File: src/rtl/msdf_dot_sched_pkg.sv
// Shared constants and types for the msdf_dot request scheduler.
// Holds the bank width, the token last-bit position and the FSM state encoding.
package msdf_dot_sched_pkg;

    localparam int unsigned NUM_BITS_PER_BANK = 4;
    localparam int unsigned TOKEN_LAST_BIT    = 2;

    typedef enum logic {
        IDLE   = 1'b0,
        STREAM = 1'b1
    } sched_state_e;

    // One output digit of msdf_dot: {last, digit[1:0]}
    typedef struct packed {
        logic       last;
        logic [1:0] digit;
    } res_digit_t;

endpackage

File: src/rtl/msdf_id_fifo.sv
// Owner-ID FIFO for jobs in flight inside msdf_dot.
// Pointers carry one extra wrap bit so full and empty can be told apart.
module msdf_id_fifo #(
    parameter int unsigned W     = 2,
    parameter int unsigned DEPTH = 4
) (
    input  logic         clk,
    input  logic         rst,
    input  logic         push,
    input  logic         pop,
    input  logic [W-1:0] din,
    output logic         full,
    output logic         empty,
    output logic [W-1:0] head
);

    localparam int unsigned AW = $clog2(DEPTH);

    logic [W-1:0] mem [DEPTH];
    logic [AW:0]  wr_ptr;
    logic [AW:0]  rd_ptr;
    logic         do_push;
    logic         do_pop;

    assign empty   = (wr_ptr == rd_ptr);
    assign full    = (wr_ptr[AW] != rd_ptr[AW]) && (wr_ptr[AW-1:0] == rd_ptr[AW-1:0]);
    assign head    = mem[rd_ptr[AW-1:0]];
    assign do_push = push && !full;
    assign do_pop  = pop && !empty;

    always_ff @(posedge clk or negedge rst) begin
        if (!rst) begin
            wr_ptr <= '0;
            rd_ptr <= '0;
        end else begin
            if (do_push) wr_ptr <= wr_ptr + (AW+1)'(1);
            if (do_pop)  rd_ptr <= rd_ptr + (AW+1)'(1);
        end
    end

    // Storage needs no reset: a slot is only read after it was written
    always_ff @(posedge clk) begin
        if (do_push) mem[wr_ptr[AW-1:0]] <= din;
    end

endmodule

File: src/rtl/msdf_dot_sched.sv
// Round-robin scheduler sharing one msdf_dot among NUM_REQ requesters.
// Grants one job at a time, forwards its tokens and routes result digits back by owner.
module msdf_dot_sched
    import msdf_dot_sched_pkg::*;
#(
    parameter int unsigned NUM_REQ          = 4,
    parameter int unsigned NB               = NUM_BITS_PER_BANK,
    parameter int unsigned TARGET_PRECISION = 25,
    parameter int unsigned MAX_INFLIGHT     = 4
) (
    input  logic                         clk,
    input  logic                         rst,
    input  logic [NUM_REQ*3*NB-1:0]      req_data_0,
    input  logic [NUM_REQ*3*NB-1:0]      req_data_1,
    input  logic [NUM_REQ-1:0]           req_valid,
    output logic [NUM_REQ-1:0]           req_ready,
    output logic [3*NB-1:0]              dot_data_0,
    output logic [3*NB-1:0]              dot_data_1,
    output logic                         dot_valid,
    input  logic                         dot_ready_0,
    input  logic                         dot_ready_1,
    input  logic [2:0]                   dot_out,
    input  logic                         dot_out_valid,
    output logic                         dot_out_ready,
    output logic [2:0]                   res_data,
    output logic [$clog2(NUM_REQ)-1:0]   res_id,
    output logic [NUM_REQ-1:0]           res_valid,
    input  logic [NUM_REQ-1:0]           res_ready,
    output logic                         busy,
    output logic                         err
);

    localparam int unsigned DW  = 3 * NB;
    localparam int unsigned IDW = $clog2(NUM_REQ);
    localparam int unsigned CW  = $clog2(TARGET_PRECISION + 1);
    localparam logic [CW-1:0] LAST_IDX = CW'(TARGET_PRECISION - 1);
    localparam logic [CW-1:0] MAX_CNT  = CW'(TARGET_PRECISION);

    sched_state_e   state;
    logic [IDW-1:0] gnt;
    logic [IDW-1:0] rr_ptr;
    logic [IDW-1:0] arb_pick;
    logic           arb_found;
    logic [CW-1:0]  dig_cnt;
    logic           fifo_full;
    logic           fifo_empty;
    logic [IDW-1:0] head;
    logic           push;
    logic           pop;
    logic           xfer;
    logic           tok_last;
    logic           len_err;
    logic           orphan;
    res_digit_t     out_dig;

    // First valid requester at or above rr_ptr, wrapping around
    always_comb begin
        arb_found = 1'b0;
        arb_pick  = rr_ptr;
        for (int unsigned i = 0; i < NUM_REQ; i++) begin
            if (!arb_found && req_valid[rr_ptr + IDW'(i)]) begin
                arb_found = 1'b1;
                arb_pick  = rr_ptr + IDW'(i);
            end
        end
    end

    assign out_dig  = dot_out;
    assign push     = (state == IDLE) && arb_found && !fifo_full;
    assign xfer     = (state == STREAM) && req_valid[gnt] && dot_ready_0 && dot_ready_1;
    assign tok_last = req_data_1[DW*gnt + TOKEN_LAST_BIT];
    assign pop      = !fifo_empty && dot_out_valid && res_ready[head] && out_dig.last;
    assign len_err  = xfer && (tok_last ? (dig_cnt != LAST_IDX) : (dig_cnt == LAST_IDX));
    assign orphan   = fifo_empty && dot_out_valid;
    assign busy     = (state == STREAM) || !fifo_empty;

    // Forward path: granted requester's tokens straight to the dot unit
    always_comb begin
        dot_data_0 = '0;
        dot_data_1 = '0;
        dot_valid  = 1'b0;
        req_ready  = '0;
        if (state == STREAM) begin
            dot_data_0     = req_data_0[DW*gnt +: DW];
            dot_data_1     = req_data_1[DW*gnt +: DW];
            dot_valid      = req_valid[gnt];
            req_ready[gnt] = dot_ready_0 & dot_ready_1;
        end
    end

    // Return path: digits go to the owner at the FIFO head
    always_comb begin
        res_data      = '0;
        res_id        = '0;
        res_valid     = '0;
        dot_out_ready = 1'b0;
        if (!fifo_empty) begin
            res_data        = out_dig;
            res_id          = head;
            res_valid[head] = dot_out_valid;
            dot_out_ready   = res_ready[head];
        end
    end

    always_ff @(posedge clk or negedge rst) begin
        if (!rst) begin
            state   <= IDLE;
            gnt     <= '0;
            rr_ptr  <= '0;
            dig_cnt <= '0;
            err     <= 1'b0;
        end else begin
            case (state)
                IDLE: begin
                    if (push) begin
                        gnt     <= arb_pick;
                        dig_cnt <= '0;
                        state   <= STREAM;
                    end
                end
                STREAM: begin
                    if (xfer) begin
                        // Saturate so an overlong job cannot wrap back to a legal count
                        if (dig_cnt != MAX_CNT) dig_cnt <= dig_cnt + CW'(1);
                        if (tok_last) begin
                            rr_ptr <= gnt + IDW'(1);
                            state  <= IDLE;
                        end
                    end
                end
                default: state <= IDLE;
            endcase
            if (len_err || orphan) err <= 1'b1;
        end
    end

    msdf_id_fifo #(
        .W     (IDW),
        .DEPTH (MAX_INFLIGHT)
    ) u_id_fifo (
        .clk   (clk),
        .rst   (rst),
        .push  (push),
        .pop   (pop),
        .din   (arb_pick),
        .full  (fifo_full),
        .empty (fifo_empty),
        .head  (head)
    );

endmodule

File: config.mk
export PLATFORM = sky130hd
export DESIGN_NAME = msdf_dot_sched
export DESIGN_NICKNAME = d
export VERILOG_FILES = /design/src/rtl/msdf_dot_sched_pkg.sv /design/src/rtl/msdf_id_fifo.sv /design/src/rtl/msdf_dot_sched.sv
export SDC_FILE = /design/constraint.sdc
export NUM_CORES = 1
export LEC_CHECK = 0
export ABC_AREA = 1
export CAP_MARGIN = 10
export CORE_MARGIN = 1.5
export CORE_UTILIZATION = 36
export DETAILED_ROUTE_END_ITERATION = 10
export PLACE_DENSITY = 0.82
export SLEW_MARGIN = 20
export SYNTH_ARGS = -nofsm -noshare
export SYNTH_HDL_FRONTEND = slang
export SYNTH_SLANG_ARGS = --single-unit
File: constraint.sdc
create_clock -name clk -period 1.84 [get_ports clk]
set_clock_uncertainty 0.1 [all_clocks]
set_input_delay 0.368 -clock clk [delete_from_list [all_inputs] [get_ports clk]]
set_output_delay 0.368 -clock clk [all_outputs]
set_load 0.02 [all_outputs]
After elaboration in Yosys (flattened, before gate mapping) --
Memories as Yosys holds them, arrays and structs flattened. Index checks and enable logic that the tools add are counted.
Word-level totals: input bits 112, register bits 17, memories kept 1, bits in writable memories 8, output and inout port bits 41
Memories:
- u_id_fifo.mem | depth 4, bits a word 2, rd ports 1, clocked after Yosys merged registers in 0, write ports 1, RTL line msdf_id_fifo.sv:19 | logic [W-1:0] mem [DEPTH];
Operators by class: bitwise logic cells 4, shift-type cells 2, multiply operators 1, $lt $le $gt $ge 9, add/sub/neg operators 8, eq/ne operators 9, reduce and logical (&&, ||, !) cells 28, multiplexer cells 44
Operator list (count):
- $shiftx 48x7->12 | 2
- $mux 12 | 2
- $mux 1 | 21
- $logic_and 1x1->1 | 18
- $lt 2x3->1 const B | 6
- $mux 5 | 3
- $bmux 1 s2 | 6
- $ne 5x5->1 const B | 2
- $pmux 5 s2 | 1
- $and 4x4->4 | 2
- $mux 2 | 4
- $mux 4 | 2
- $add 6x2->7 const B | 1
- $lt 7x7->1 const B | 1
- $add 3x1->3 const B | 2
- $bmux 1 s6 | 1
- $ne 2x1->1 const B | 3
- $reduce_and 3->1 | 2
- $add 5x1->5 const B | 1
- $eq 5x5->1 const B | 1
- $logic_not 1->1 | 5
- $add 2x1->2 const B | 2
- $add 2x2->2 const B | 2
- $demux 1 s2 | 2
- 11 further kinds | 13

Logic depth before layout (Yosys ltp) --
Gate-level depths: netlist (run 1).
depth after elaboration 17, depth in mapped cells 13, gate-level depth less buffers 12

Modules after synthesis --
A second synthesis (run 1) with hierarchy kept.
Unflattened totals: cells, all modules 477, area total of the unflattened synthesis 2796.4 um^2
By module, submodules not included:
- msdf_dot_sched | area an instance 2047.0 um^2, times used 1, cells each 397, sequential area each 275.3 um^2
- msdf_id_fifo | area an instance 749.5 um^2, times used 1, cells each 80, sequential area each 390.4 um^2

Worst setup path before layout (run 1) --
No wires, ideal clock.
path kind register -> output, start point register gnt[0], end point output req_ready[2], slack -0.190 ns, buffers on the path 2, arrival time 1.562 ns, stages on the path, launching flop included 7, required time 1.372 ns, path through dfrtp_1 -> inv_1 -> buf_2 -> clkbuf_1 -> ha_1 -> inv_1 -> nor2_1
Between the ends: longest elaborated chain between the ends 6, elaborated cells between the ends (all ways) 7, classes of those cells 2 x order compare; 3 x mux; 1 x bitwise; 1 x reduce/logical
RTL lines:
- from (decl) | RTL line msdf_dot_sched.sv:40 | logic [IDW-1:0] gnt;
- from (signal assigned) | RTL line msdf_dot_sched.sv:116 | gnt <= arb_pick;
- $lt 2x3->1 (implied by the code) / $ge 2x1->1 (equally long branches) | RTL line msdf_dot_sched.sv:87 | req_ready[gnt] = dot_ready_0 & dot_ready_1;
- $logic_and 1x1->1 (implied by the code) | RTL line msdf_dot_sched.sv:87
- $mux 1 (implied by the code) | RTL line msdf_dot_sched.sv:87
- $demux 1 s2 (*) | RTL line msdf_dot_sched.sv:87
- $and 4x4->4 (no line) (*)
- $mux 4 (*) | RTL line msdf_dot_sched.sv:83 | if (state == STREAM) begin
- to (decl) | RTL line msdf_dot_sched.sv:16 | output logic [NUM_REQ-1:0] req_ready,
Every way passes the cells marked *; elsewhere a longest branch is shown, timed or not.

Worst setup path after layout (run 1) --
start point register gnt[0], end point output dot_data_0[3]
Between the ends: longest elaborated chain between the ends 3
RTL lines:
- $mul 2x2->4 | RTL line msdf_dot_sched.sv:84 | dot_data_0 = req_data_0[DW*gnt +: DW];
- $shiftx 48x7->12 | RTL line msdf_dot_sched.sv:84
- $mux 12 | RTL line msdf_dot_sched.sv:83
- to (decl) | RTL line msdf_dot_sched.sv:17 | output logic [3*NB-1:0] dot_data_0,
Every way passes these cells.

==> out/metrics.json, run 1 <==
{
  "cts_root_buffer": "sky130_fd_sc_hd__clkbuf_8",
  "syn-cell-area_mm2": 0.002793,
  "synth.area.mux_share_pct": 0,
  "critical_path.cell_chain": "buf_8 -> nor2_1 -> nor2_1 -> o21ai_0 -> a21oi_2 -> clkdlybuf4s15_2",
  "path_max_fanout": 23,
  "synth_edf_count": 8,
  "fillCellCount": 602,
  "cp_data_required_time_ns": 1.37,
  "detailedPlacementHpwl_mm": 7.982,
  "antenna_found_initial": 0,
  "total_switching_power_mw": 4.349,
  "detail_route.wirelength_mm": 10.23,
  "tritoncts.num_buffers": 3,
  "detail_route.drc_violations": 0,
  "post_synth_xor_area_fraction_pct": 2.778,
  "synthTopCellsByCount": "sky130_fd_sc_hd__nor2_1, sky130_fd_sc_hd__nand2_1, sky130_fd_sc_hd__o21ai_0",
  "yosys_top_cell_by_area": "sky130_fd_sc_hd__dfrtp_1",
  "layout-area-overhead-vs-synth_pct": 84.09,
  "synth_async_sr_flop_share_pct": 68.00,
  "critPathKind": "reg -> out",
  "crit_path_max_incr_delay_ns": 0.44,
  "share_of_power_burned_in_the_clock_network_pct": 3.8,
  "switching_part_of_the_total_power_pct": 50.96,
  "critical_path_arrival_ns": 1.61,
  "globalRouteOverflowTotal": 0,
  "worstReg2RegStart": "gnt[0]",
  "grt_max_degree": 24,
  "layout_worst_path_cycle_share_pct": 112.9,
  "boundaryPins": 153,
  "yosysMostFrequentCell": "sky130_fd_sc_hd__nor2_1",
  "antenna_cells_inserted": 0,
  "synth.net_count": 586,
  "fin_hold_viols": 0,
  "power.combinational.fraction_pct": 83.0,
  "wire_per_inst_um": 13.53,
  "total_power_mw": 8.533,
  "yosys_register_bits": 25,
  "outcome": "finished, violations left",
  "htreeDepth": 1,
  "worst_setup_path_startpoint": "gnt[0]",
  "setup_viol": 46,
  "synth_ff_type": "sky130_fd_sc_hd__dfrtp_1",
  "failed_checks": "setup timing",
  "max-vdd-ir-drop_mv": 0.8493,
  "synthesis.area_per_instance_um2": 6.045,
  "worst_setup_hold_path_clk_slew_ns": 0.09,
  "period_minus_slack_ns": 2.078,
  "layoutNonFillerInstCount": 756,
  "io_buffer_count": 152,
  "die-area_mm2": 0.008295,
  "fin_ws_ns": -0.2381,
  "dpl.cell_count": 743,
  "final-max-slew-violation-count": 0,
  "worst_skew_pair.late_latency_ns": 0.27,
  "crit_path_top_delay_cell": "sky130_fd_sc_hd__dfrtp_2",
  "core_region_area_mm2": 0.007370,
  "vias_in_the_first_global_route": 3636,
  "grt_use_total_pct": 23.64,
  "finalWeightedCongestion": 0.9109,
  "pwr_density_cell_mw_per_mm2": 1660,
  "ys_seq_area_share_pct": 23.84,
  "synth_top_cells_by_area": "sky130_fd_sc_hd__dfrtp_1, sky130_fd_sc_hd__nor2_1, sky130_fd_sc_hd__nand2_1",
  "reg2reg_slack_ns": -0.15,
  "pwr-share-seq_pct": 13.2,
  "largest_family_of_logic_cells_by_synthesized_area": "simple AND/OR/NAND/NOR gates",
  "timing.critical_path.to_type": "primary output",
  "cts_tree": "built",
  "dp_slack_ns": -0.5267,
  "grt_setup_unrepaired": "yes",
  "drive_gt1_share_pct": 30.44,
  "dr.first_iter.drc_count": 118,
  "cell_class_contributing_the_biggest_share_of_worst_path_delay": "buffers and inverters",
  "synth_compound_area_share_pct": 15.32,
  "floorplan.rows": 31,
  "maxClockFrequency_ghz": 0.4812,
  "tightestPinTransition_ns": 0.3064,
  "cts-hold-fix-buffers": 0,
  "starting_utilization_of_the_core_area_pct": 37.89,
  "numClockSinks": 25,
  "floorplan.die.height_um": 91.08,
  "timing.slew.headroom_pct": 79.35,
  "post-route-util_pct": 69.76,
  "width_of_the_die_um": 91.08,
  "clockBufferDepth": 2,
  "cell_seen_most_often_among_critical_path_stages": "sky130_fd_sc_hd__nor2_1",
  "number_of_unique_standard_cell_types_used_by_synthesis": 34,
  "synth_fa_ha_area_share_pct": 5.376,
  "total_leakage_power_nw": 2.368,
  "timing.max_cap.violations": 0,
  "via_count": 3684,
  "cellInternalPower_mw": 4.184,
  "yosysTopAreaCellShare_pct": 15.23,
  "worstSetupStartpointType": "flip-flop",
  "synth_cells": 462,
  "vias_per_cell": 4.873,
  "holdCritPathClass": "in -> async",
  "synthSimpleGateAreaFrac_pct": 41.44,
  "ys.warnings.count": 0,
  "worstPathBufferInverterCount": 2,
  "antenna_violating_nets_post_route": 0,
  "detailedRoute.firstPassIterationCount": 4,
  "final_nets": 782,
  "grt_pass1_wl_mm": 16.30
}
[path summary, 6_finish.rpt]
check	endpoint	depth (start not counted)
worst max-delay path	dot_data_0[3]	6
worst min-delay path	u_id_fifo.rd_ptr[0]	2
worst max register to register	rr_ptr[0]	13
worst min register to register	err	2
max in group asynchronous	rr_ptr[1]	2
min in group clk	err	2
[routing by layer]
layer	track usage (%)	vias to the layer above	wire [µm]
met2	47.26	133	5499
met5	0	-	0
met1	25.03	1664	3820
met3	4.439	23	622
met4	5.339	0	288
li1	-	1864	-
[placed cells by master (no fill, tap or decap), types with 4 or more instances in the layout]
cell type                           n
sky130_fd_sc_hd__clkdlybuf4s50_1  109
sky130_fd_sc_hd__nor2_1            99
sky130_fd_sc_hd__nand2_1           86
sky130_fd_sc_hd__buf_4             69
sky130_fd_sc_hd__o21ai_0           42
sky130_fd_sc_hd__inv_1             31
sky130_fd_sc_hd__nand3_1           27
sky130_fd_sc_hd__a21oi_2           18
sky130_fd_sc_hd__nand2_2           18
sky130_fd_sc_hd__buf_6             14
sky130_fd_sc_hd__dfrtp_1           12
sky130_fd_sc_hd__nand2_4           11
sky130_fd_sc_hd__ha_1              11
sky130_fd_sc_hd__o21ai_1           10
sky130_fd_sc_hd__clkdlybuf4s15_2    9
sky130_fd_sc_hd__inv_2              8
sky130_fd_sc_hd__edfxtp_1           8
sky130_fd_sc_hd__nand3_2            7
sky130_fd_sc_hd__a21oi_1            6
sky130_fd_sc_hd__nor2_4             5
sky130_fd_sc_hd__dfrtp_2            5
sky130_fd_sc_hd__nand4_1            4
sky130_fd_sc_hd__buf_2              4
[state kept, by name, summed over array words and instances, names as in the netlist]
register,count
u_id_fifo.mem,8
dig_cnt,5
u_id_fifo.rd_ptr,3
u_id_fifo.wr_ptr,3
gnt,2
rr_ptr,2
err,1
state,1
[per-stage QoR]
step / instance area (µm²) / setup TNS, ns / hold WS, ns
global route: 5141 / -11.84 / 0.3572
global placement: 4837 / -23.85 / 0.3578
finish: 5141 / -6.300 / 0.3211
floorplan: 2892 / -1.161 / -0.02759
detailed placement: 4837 / -26.71 / 0.3687
CTS: 5004 / -6.685 / 0.3323
[layout make-up]
class	instances	area (µm²)	share of cell area, %
clock buffer	4	45.04	0.8761
inverter	44	185.2	3.602
multi-input combinational	369	2068	40.23
sequential	25	671.9	13.07
tap	99	123.9	2.409
timing repair buffer	215	2047	39.81
[power by group through the flow]
stage | logic (mW) | clock network, mW | registers, mW
final | 7.08 | 0.326 | 1.13
after global routing | 7.71 | 0.347 | 1.16
after CTS | 6.70 | 0.321 | 1.11
after detailed placement | 6.46 | 0 | 1.08
after global placement | 6.28 | 0 | 1.08
after floorplan | 3.90 | 0 | 0.981
[logic make-up (layout without fill, tap and decap cells)]
family                   count (synthesis)  in the layout
AND/OR/NAND/NOR                        266            266
AO/OA/AOI/OAI                           83             83
buffers and inverters                   68            263
flip-flops                              25             25
XOR/XNOR                                 8              8
adder cells (fa/ha/maj)                 12             12
[what timing repair did]
item / 4_1_cts / 5_1_grt
gates resized for setup: 222 / 48
endpoints found under the setup margin: 69 / 72
pin swaps: 12 / 15
buffers inserted: 3 / 4
endpoints found under the hold margin: 0 / 0
cloned: 2 / 0
(Power assumes the default switching activity.)
==> inputs of run 2 (changes only) <==
CORE_MARGIN = not set   (was 1.5)
REMOVE_ABC_BUFFERS = 1   (was not set)
SKIP_CTS_REPAIR_TIMING = 1   (was not set)
==> run 2 against run 1 <==
  * Sequential power hardly changed
  * Largest cell class is now non-clock buffers
  * The flow still finishes with violations (setup timing)
  * Largest power group unchanged
  * First-iteration DRC count decreased by 19%
  * Combinational power fell by 3.1%
  * Sequential cell count did not move
  * Cell area shrank 0.85%
  * Clock power decreased by 2%
  * Hold slack gained 0.0063 ns
==> out/metrics.json, run 2 (synthesized netlist as in run 1, its figures left out) <==
{
  "fillCellCount": {"value": 619, "change": "+2.8%"},
  "core_region_area": {"value": 0.007370, "unit": "mm²", "change": "unchanged"},
  "total_leakage_power": {"value": 2.435, "unit": "nW", "change": "+2.8%"},
  "cell_class_contributing_the_biggest_share_of_worst_path_delay": "simple AND/OR/NAND/NOR gates",
  "die-area": {"value": 0.008114, "unit": "mm²", "change": "-2.2%"},
  "timing.critical_path.to_type": "primary output",
  "detailedRoute.firstPassIterationCount": {"value": 4, "change": "unchanged"},
  "critical_path.cell_chain": "inv_4 -> nand2_2 -> nand3_2 -> nand2_4 -> nand2_2 -> o21ai_1 -> nand2_1 -> nand2_1 -> nor2_1 -> buf_4",
  "clockBufferDepth": {"value": 2, "change": "unchanged"},
  "final-max-slew-violation-count": {"value": 0, "change": "unchanged"},
  "cts_root_buffer": "sky130_fd_sc_hd__clkbuf_8",
  "worstPathBufferInverterCount": {"value": 2, "change": "unchanged"},
  "crit_path_top_delay_cell": "sky130_fd_sc_hd__dfrtp_2",
  "detail_route.wirelength": {"value": 9.692, "unit": "mm", "change": "-5.3%"},
  "globalRouteOverflowTotal": {"value": 0, "change": "unchanged"},
  "io_buffer_count": {"value": 152, "change": "unchanged"},
  "grt_pass1_wl": {"value": 14.88, "unit": "mm", "change": "-8.7%"},
  "max-vdd-ir-drop": {"value": 0.8058, "unit": "mV", "change": "-5.1%"},
  "finalWeightedCongestion": {"value": 0.8430, "change": "-7.5%"},
  "area_used_by_multi_input_combinational_logic": {"value": 0.002022, "unit": "mm²", "change": "-2.2%"},
  "worstSetupStartpointType": "flip-flop",
  "cts_tree": "built",
  "setup_viol": {"value": 45, "change": "-2.2%"},
  "outcome": "finished, violations left",
  "failed_checks": "setup timing",
  "layout-area-overhead-vs-synth_pct": 82.53,
  "grt_max_degree": {"value": 31, "change": "+29%"},
  "tritoncts.num_buffers": {"value": 3, "change": "unchanged"},
  "detail_route.drc_violations": {"value": 0, "change": "unchanged"},
  "path_max_fanout": {"value": 7, "change": "-70%"},
  "dr.first_iter.drc_count": {"value": 96, "change": "-19%"},
  "final_nets": {"value": 792, "change": "+1.3%"},
  "total_power": {"value": 8.296, "unit": "mW", "change": "-2.8%"},
  "critPathKind": "reg -> out",
  "worst_skew_pair.late_latency": {"value": 0.26, "unit": "ns", "change": "about the same"},
  "floorplan.die.height": {"value": 90.08, "unit": "µm", "change": "-1.1%"},
  "layout_worst_path_cycle_share": {"value": 112.4, "unit": "%", "change": "-0.49 points"},
  "boundaryPins": {"value": 153, "change": "unchanged"},
  "vias_per_cell": {"value": 4.839, "change": "-0.69%"},
  "width_of_the_die": {"value": 90.08, "unit": "µm", "change": "-1.1%"},
  "cp_data_required_time": {"value": 1.37, "unit": "ns", "change": "about the same"},
  "antenna_cells_inserted": {"value": 0, "change": "unchanged"},
  "drive_gt1_share": {"value": 30.88, "unit": "%", "change": "+0.44 points"},
  "fin_hold_viols": {"value": 0, "change": "unchanged"},
  "timing.slew.headroom": {"value": 80.13, "unit": "%", "change": "+0.78 points"},
  "wire_per_inst": {"value": 12.65, "unit": "µm", "change": "-6.5%"},
  "detailedPlacementHpwl": {"value": 7.429, "unit": "mm", "change": "-6.9%"},
  "period_minus_slack": {"value": 2.069, "unit": "ns", "change": "-0.009034 ns"},
  "crit_path_max_incr_delay": {"value": 0.48, "unit": "ns", "change": "+0.04 ns"},
  "layout.cells.most_common_list": "sky130_fd_sc_hd__clkdlybuf4s50_1, sky130_fd_sc_hd__nor2_1, sky130_fd_sc_hd__buf_4",
  "largest_reg_flops": {"value": 8, "change": "unchanged"},
  "starting_utilization_of_the_core_area": {"value": 37.89, "unit": "%", "change": "unchanged"},
  "pwr_density_cell": {"value": 1627, "unit": "mW/mm²", "change": "-1.9%"},
  "grt_setup_unrepaired": "yes",
  "timing.max_cap.violations": {"value": 0, "change": "unchanged"},
  "layout_commonest_cell": "sky130_fd_sc_hd__clkdlybuf4s50_1",
  "dpl.cell_count": {"value": 751, "change": "+1.1%"},
  "critical_path_arrival": {"value": 1.60, "unit": "ns", "change": "about the same"},
  "layoutNonFillerInstCount": {"value": 766, "change": "+1.3%"},
  "via_count": {"value": 3707, "change": "+0.62%"},
  "vias_in_the_first_global_route": {"value": 3427, "change": "-5.7%"},
  "grt_use_total": {"value": 21.76, "unit": "%", "change": "-1.9 points"},
  "post-route-util": {"value": 69.17, "unit": "%", "change": "-0.59 points"},
  "fin_ws": {"value": -0.2290, "unit": "ns", "change": "+0.009034 ns"},
  "fin_tns_setup": {"value": -4.996, "unit": "ns", "change": "+1.303 ns"},
  "tightestPinTransition": {"value": 0.2970, "unit": "ns", "change": "-0.009466 ns"},
  "worst_setup_hold_path_clk_slew": {"value": 0.08, "unit": "ns", "change": "about the same"},
  "maxClockFrequency": {"value": 0.4833, "unit": "GHz", "change": "+0.44%"},
  "antenna_found_initial": {"value": 0, "change": "unchanged"},
  "holdCritPathClass": "in -> async",
  "htreeDepth": {"value": 1, "change": "unchanged"},
  "numClockSinks": {"value": 25, "change": "unchanged"},
  "antenna_violating_nets_post_route": {"value": 0, "change": "unchanged"},
  "floorplan.rows": {"value": 31, "change": "unchanged"},
  "layout.area.seq": {"value": 673.1, "unit": "µm²", "change": "+0.19%"}
}
==> run 2: worst paths after layout <==
path,slack [ns],end,startpoint,cells past startpoint
max in group asynchronous,1.10,gnt[0],rst,2
setup / recovery,-0.23,dot_out_ready,u_id_fifo.rd_ptr[0],10
min in group clk,0.39,err,err,2
setup reg to reg,-0.06,rr_ptr[0],gnt[0],13
hold / removal,0.33,err,rst,2
hold reg to reg,0.39,err,err,2
==> run 2: final cells by class <==
type	instances	share of cell area, %
multi-input cells	369	39.67
repair buffers	225	40.18
inverters	44	3.633
flip-flops and latches	25	13.21
clock buffers	4	0.8837
well taps	99	2.430
==> run 2: layer usage <==
| metal | up-vias | global-route usage, % | routed length (µm) |
|---|---|---|---|
| met1 | 1681 | 24.47 | 3520 |
| li1 | 1884 | - | - |
| met4 | 0 | 6.452 | 219 |
| met2 | 122 | 41.41 | 5369 |
| met3 | 20 | 3.723 | 582 |
| met5 | - | 0 | 0 |
==> run 2: report_power, final <==
group,total (mW),switching [mW],internal [mW]
Combinational,6.86,3.81,3.05
Sequential,1.12,0.260,0.856
Clock,0.319,0.165,0.155
==> run 2: through the flow <==
step | setup slack, ns | hold slack (ns) | area [µm²]
after floorplan | -1.399 | -0.02759 | 2656
after global placement | -0.5167 | 0.3566 | 4816
after detailed placement | -0.5479 | 0.3843 | 4816
after CTS | -0.7552 | 0.3349 | 4861
after global routing | -0.3304 | 0.3590 | 5097
final | -0.2290 | 0.3274 | 5097
==> inputs of run 3 (changes only) <==
CELL_PAD_IN_SITES_DETAIL_PLACEMENT = 1   (was not set)
CELL_PAD_IN_SITES_GLOBAL_PLACEMENT = 1   (was not set)
CORE_UTILIZATION = 23   (was 36)
clock period = 1.8 ns   (was 1.84 ns; I/O delays follow)
==> run 3 against run 2 <==
  * The run ends with DRC, setup timing left
  * Critical path depth fell by 1
  * Core utilization fell by 20 points
  * Total power rose by 23%
  * Count of clock-buffer cells in the layout fell by 1
  * Hold slack got worse by 0.0019 ns
  * Sequential share of layout area fell by 1.3 points
  * Clock power rose by 63%
  * Via count rose by 6.0%
  * Critical path type unchanged
  * Highest routed layer unchanged
==> out/metrics.json, run 3 (synthesized netlist as in run 1, its figures left out) <==
{
  "outcome": "finished, violations left",
  "failed_checks": "DRC, setup timing",
  "fin_tns_setup": {"value": -10.32, "unit": "ns", "change": "-5.325 ns"},
  "layout.cells.most_common_list": "sky130_fd_sc_hd__clkdlybuf4s50_1, sky130_fd_sc_hd__nor2_1, sky130_fd_sc_hd__buf_4",
  "timing.slew.headroom": {"value": 82.65, "unit": "%", "change": "+2.5 points"},
  "finalWeightedCongestion": {"value": 0.8048, "change": "-4.5%"},
  "worstReg2RegEnd": "dig_cnt[1]",
  "reg2regPathDepth": {"value": 12, "change": "-1"},
  "width_of_the_die": {"value": 112.2, "unit": "µm", "change": "+25%"},
  "dpl-instance-area": {"value": 0.004888, "unit": "mm²", "change": "+1.5%"},
  "post-route-cell-area": {"value": 0.005668, "unit": "mm²", "change": "+11%"},
  "worstSetupStartpointType": "flip-flop",
  "tightestPinTransition": {"value": 0.2594, "unit": "ns", "change": "-0.03759 ns"},
  "io_buffer_count": {"value": 152, "change": "unchanged"},
  "grt_setup_unrepaired": "yes",
  "final_nets": {"value": 809, "change": "+2.1%"},
  "worst_skew_pair.late_latency": {"value": 0.27, "unit": "ns", "change": "about the same"},
  "detailedPlacementHpwl": {"value": 9.216, "unit": "mm", "change": "+24%"},
  "antenna_violating_nets_post_route": {"value": 0, "change": "unchanged"},
  "critical_path.cell_chain": "nand2_1 -> nand3_2 -> nand2_4 -> nand2_1 -> o21ai_1 -> nand2_1 -> nand2_1 -> nor2_1 -> buf_4",
  "boundaryPins": {"value": 153, "change": "unchanged"},
  "drive_gt1_share": {"value": 36.40, "unit": "%", "change": "+5.5 points"},
  "cp_data_required_time": {"value": 1.34, "unit": "ns", "change": "-0.03 ns"},
  "antenna_cells_inserted": {"value": 0, "change": "unchanged"},
  "worstReg2RegStart": "rr_ptr[0]",
  "grt_use_total": {"value": 17.89, "unit": "%", "change": "-3.9 points"},
  "htreeDepth": {"value": 1, "change": "unchanged"},
  "setup_viol": {"value": 70, "change": "+56%"},
  "fin_hold_viols": {"value": 0, "change": "unchanged"},
  "floorplan.rows": {"value": 39, "change": "+26%"},
  "timing.max_cap.violations": {"value": 0, "change": "unchanged"},
  "crit_path_top_delay_cell": "sky130_fd_sc_hd__dfrtp_2",
  "crit_path_max_incr_delay": {"value": 0.49, "unit": "ns", "change": "about the same"},
  "wire_per_inst": {"value": 16.22, "unit": "µm", "change": "+28%"},
  "max-vdd-ir-drop": {"value": 0.7628, "unit": "mV", "change": "-5.3%"},
  "cell_seen_most_often_among_critical_path_stages": "sky130_fd_sc_hd__nand2_1",
  "reg2reg_slack": {"value": -0.15, "unit": "ns", "change": "-0.09 ns"},
  "vias_per_cell": {"value": 4.751, "change": "-1.8%"},
  "total_leakage_power": {"value": 2.638, "unit": "nW", "change": "+8.4%"},
  "dr.first_iter.drc_count": {"value": 91, "change": "-5.2%"},
  "cts_root_buffer": "sky130_fd_sc_hd__clkbuf_16",
  "layout_worst_path_cycle_share_pct": 115.9,
  "floorplan.die.height": {"value": 112.2, "unit": "µm", "change": "+25%"},
  "detailedRoute.firstPassIterationCount": {"value": 7, "change": "+3"},
  "worst_setup_hold_path_clk_slew": {"value": 0.07, "unit": "ns", "change": "about the same"},
  "detail_route.drc_violations": {"value": 7, "change": "+7"},
  "grt_max_degree": {"value": 47, "change": "+52%"},
  "final-max-slew-violation-count": {"value": 0, "change": "unchanged"},
  "post-route-util": {"value": 48.80, "unit": "%", "change": "-20 points"},
  "globalRouteOverflowTotal": {"value": 0, "change": "unchanged"},
  "die-area": {"value": 0.01259, "unit": "mm²", "change": "+55%"},
  "maxClockFrequency_ghz": 0.4793,
  "cts_tree": "built",
  "largest_reg_flops": {"value": 8, "change": "unchanged"},
  "detail_route.wirelength": {"value": 13.41, "unit": "mm", "change": "+38%"},
  "clockBufferDepth": {"value": 2, "change": "unchanged"},
  "critPathKind": "reg -> out",
  "numClockSinks": {"value": 25, "change": "unchanged"},
  "vias_in_the_first_global_route": {"value": 4090, "change": "+19%"},
  "critical_path_arrival": {"value": 1.63, "unit": "ns", "change": "+0.03 ns"},
  "total_power": {"value": 10.17, "unit": "mW", "change": "+23%"},
  "pwr_density_cell": {"value": 1794, "unit": "mW/mm²", "change": "+10%"},
  "tritoncts.num_buffers": {"value": 3, "change": "unchanged"},
  "starting_utilization_of_the_core_area": {"value": 24.05, "unit": "%", "change": "-14 points"},
  "holdCritPathClass": "in -> async",
  "path_max_fanout": {"value": 7, "change": "unchanged"},
  "core_region_area": {"value": 0.01161, "unit": "mm²", "change": "+58%"},
  "period_minus_slack_ns": 2.086,
  "timing.critical_path.to_type": "primary output",
  "layout_commonest_cell": "sky130_fd_sc_hd__clkdlybuf4s50_1",
  "via_count": {"value": 3929, "change": "+6.0%"},
  "antenna_found_initial": {"value": 0, "change": "unchanged"},
  "grt_pass1_wl": {"value": 18.46, "unit": "mm", "change": "+24%"},
  "layout-area-overhead-vs-synth_pct": 103.0,
  "fin_ws": {"value": -0.2863, "unit": "ns", "change": "-0.05726 ns"}
}
-- run 3: worst max-delay path by stage --
stage	startpoint	endpoint	slack [ns]	cells past startpoint
after floorplan	gnt[0]	rr_ptr[0]	-1.44	9
after global placement	req_data_1[6]	dot_data_1[6]	-0.55	6
after detailed placement	req_valid[0]	dot_valid	-0.57	6
after CTS	u_id_fifo.rd_ptr[0]	dot_out_ready	-0.85	10
after global routing	u_id_fifo.rd_ptr[0]	dot_out_ready	-0.40	10
final	u_id_fifo.rd_ptr[0]	dot_out_ready	-0.29	9
-- run 3: per-layer routing --
metal  vias to the layer above  part of all wire, %  GRT usage (%)
met5                         -                    0              0
li1                       1918                    -              -
met1                      1865                   35          17.94
met4                         0                  1.7          3.733
met3                        18                  6.3          4.266
met2                       128                   57          36.77
-- run 3: report_power, final --
| part | total [mW] | leakage [nW] | switching, mW | internal (mW) |
|---|---|---|---|---|
| Sequential | 1.18 | 0.275 | 0.300 | 0.876 |
| Combinational | 8.47 | 2.32 | 4.66 | 3.82 |
| Clock | 0.520 | 0.0409 | 0.219 | 0.300 |
| Total | 10.2 | 2.64 | 5.18 | 4.99 |
-- run 3: metrics by stage --
stage,instances,setup slack (ns),hold WS [ns]
floorplan,438,-1.439,-0.03559
global placement,797,-0.5510,0.3597
detailed placement,797,-0.5671,0.3664
CTS,801,-0.8498,0.3448
global route,827,-0.3977,0.3669
finish,827,-0.2863,0.3255
-- run 3: final cells by class --
cell class / instances / area [µm²]
fill: 1421 / 5946
timing repair buffer: 241 / 2320
multi-input combinational: 370 / 2223
sequential: 25 / 673.1
inverter: 44 / 192.7
tap: 143 / 178.9
clock buffer: 3 / 75.07
clock inverter: 1 / 5.005
-- run 3: critical path, delay by kind of cell (launching register included) --
kind / cells / cell delay (ns)
flops: 1 / 0.49
simple gates: 7 / 0.62
compound gates: 1 / 0.09
buf+inv: 1 / 0.15
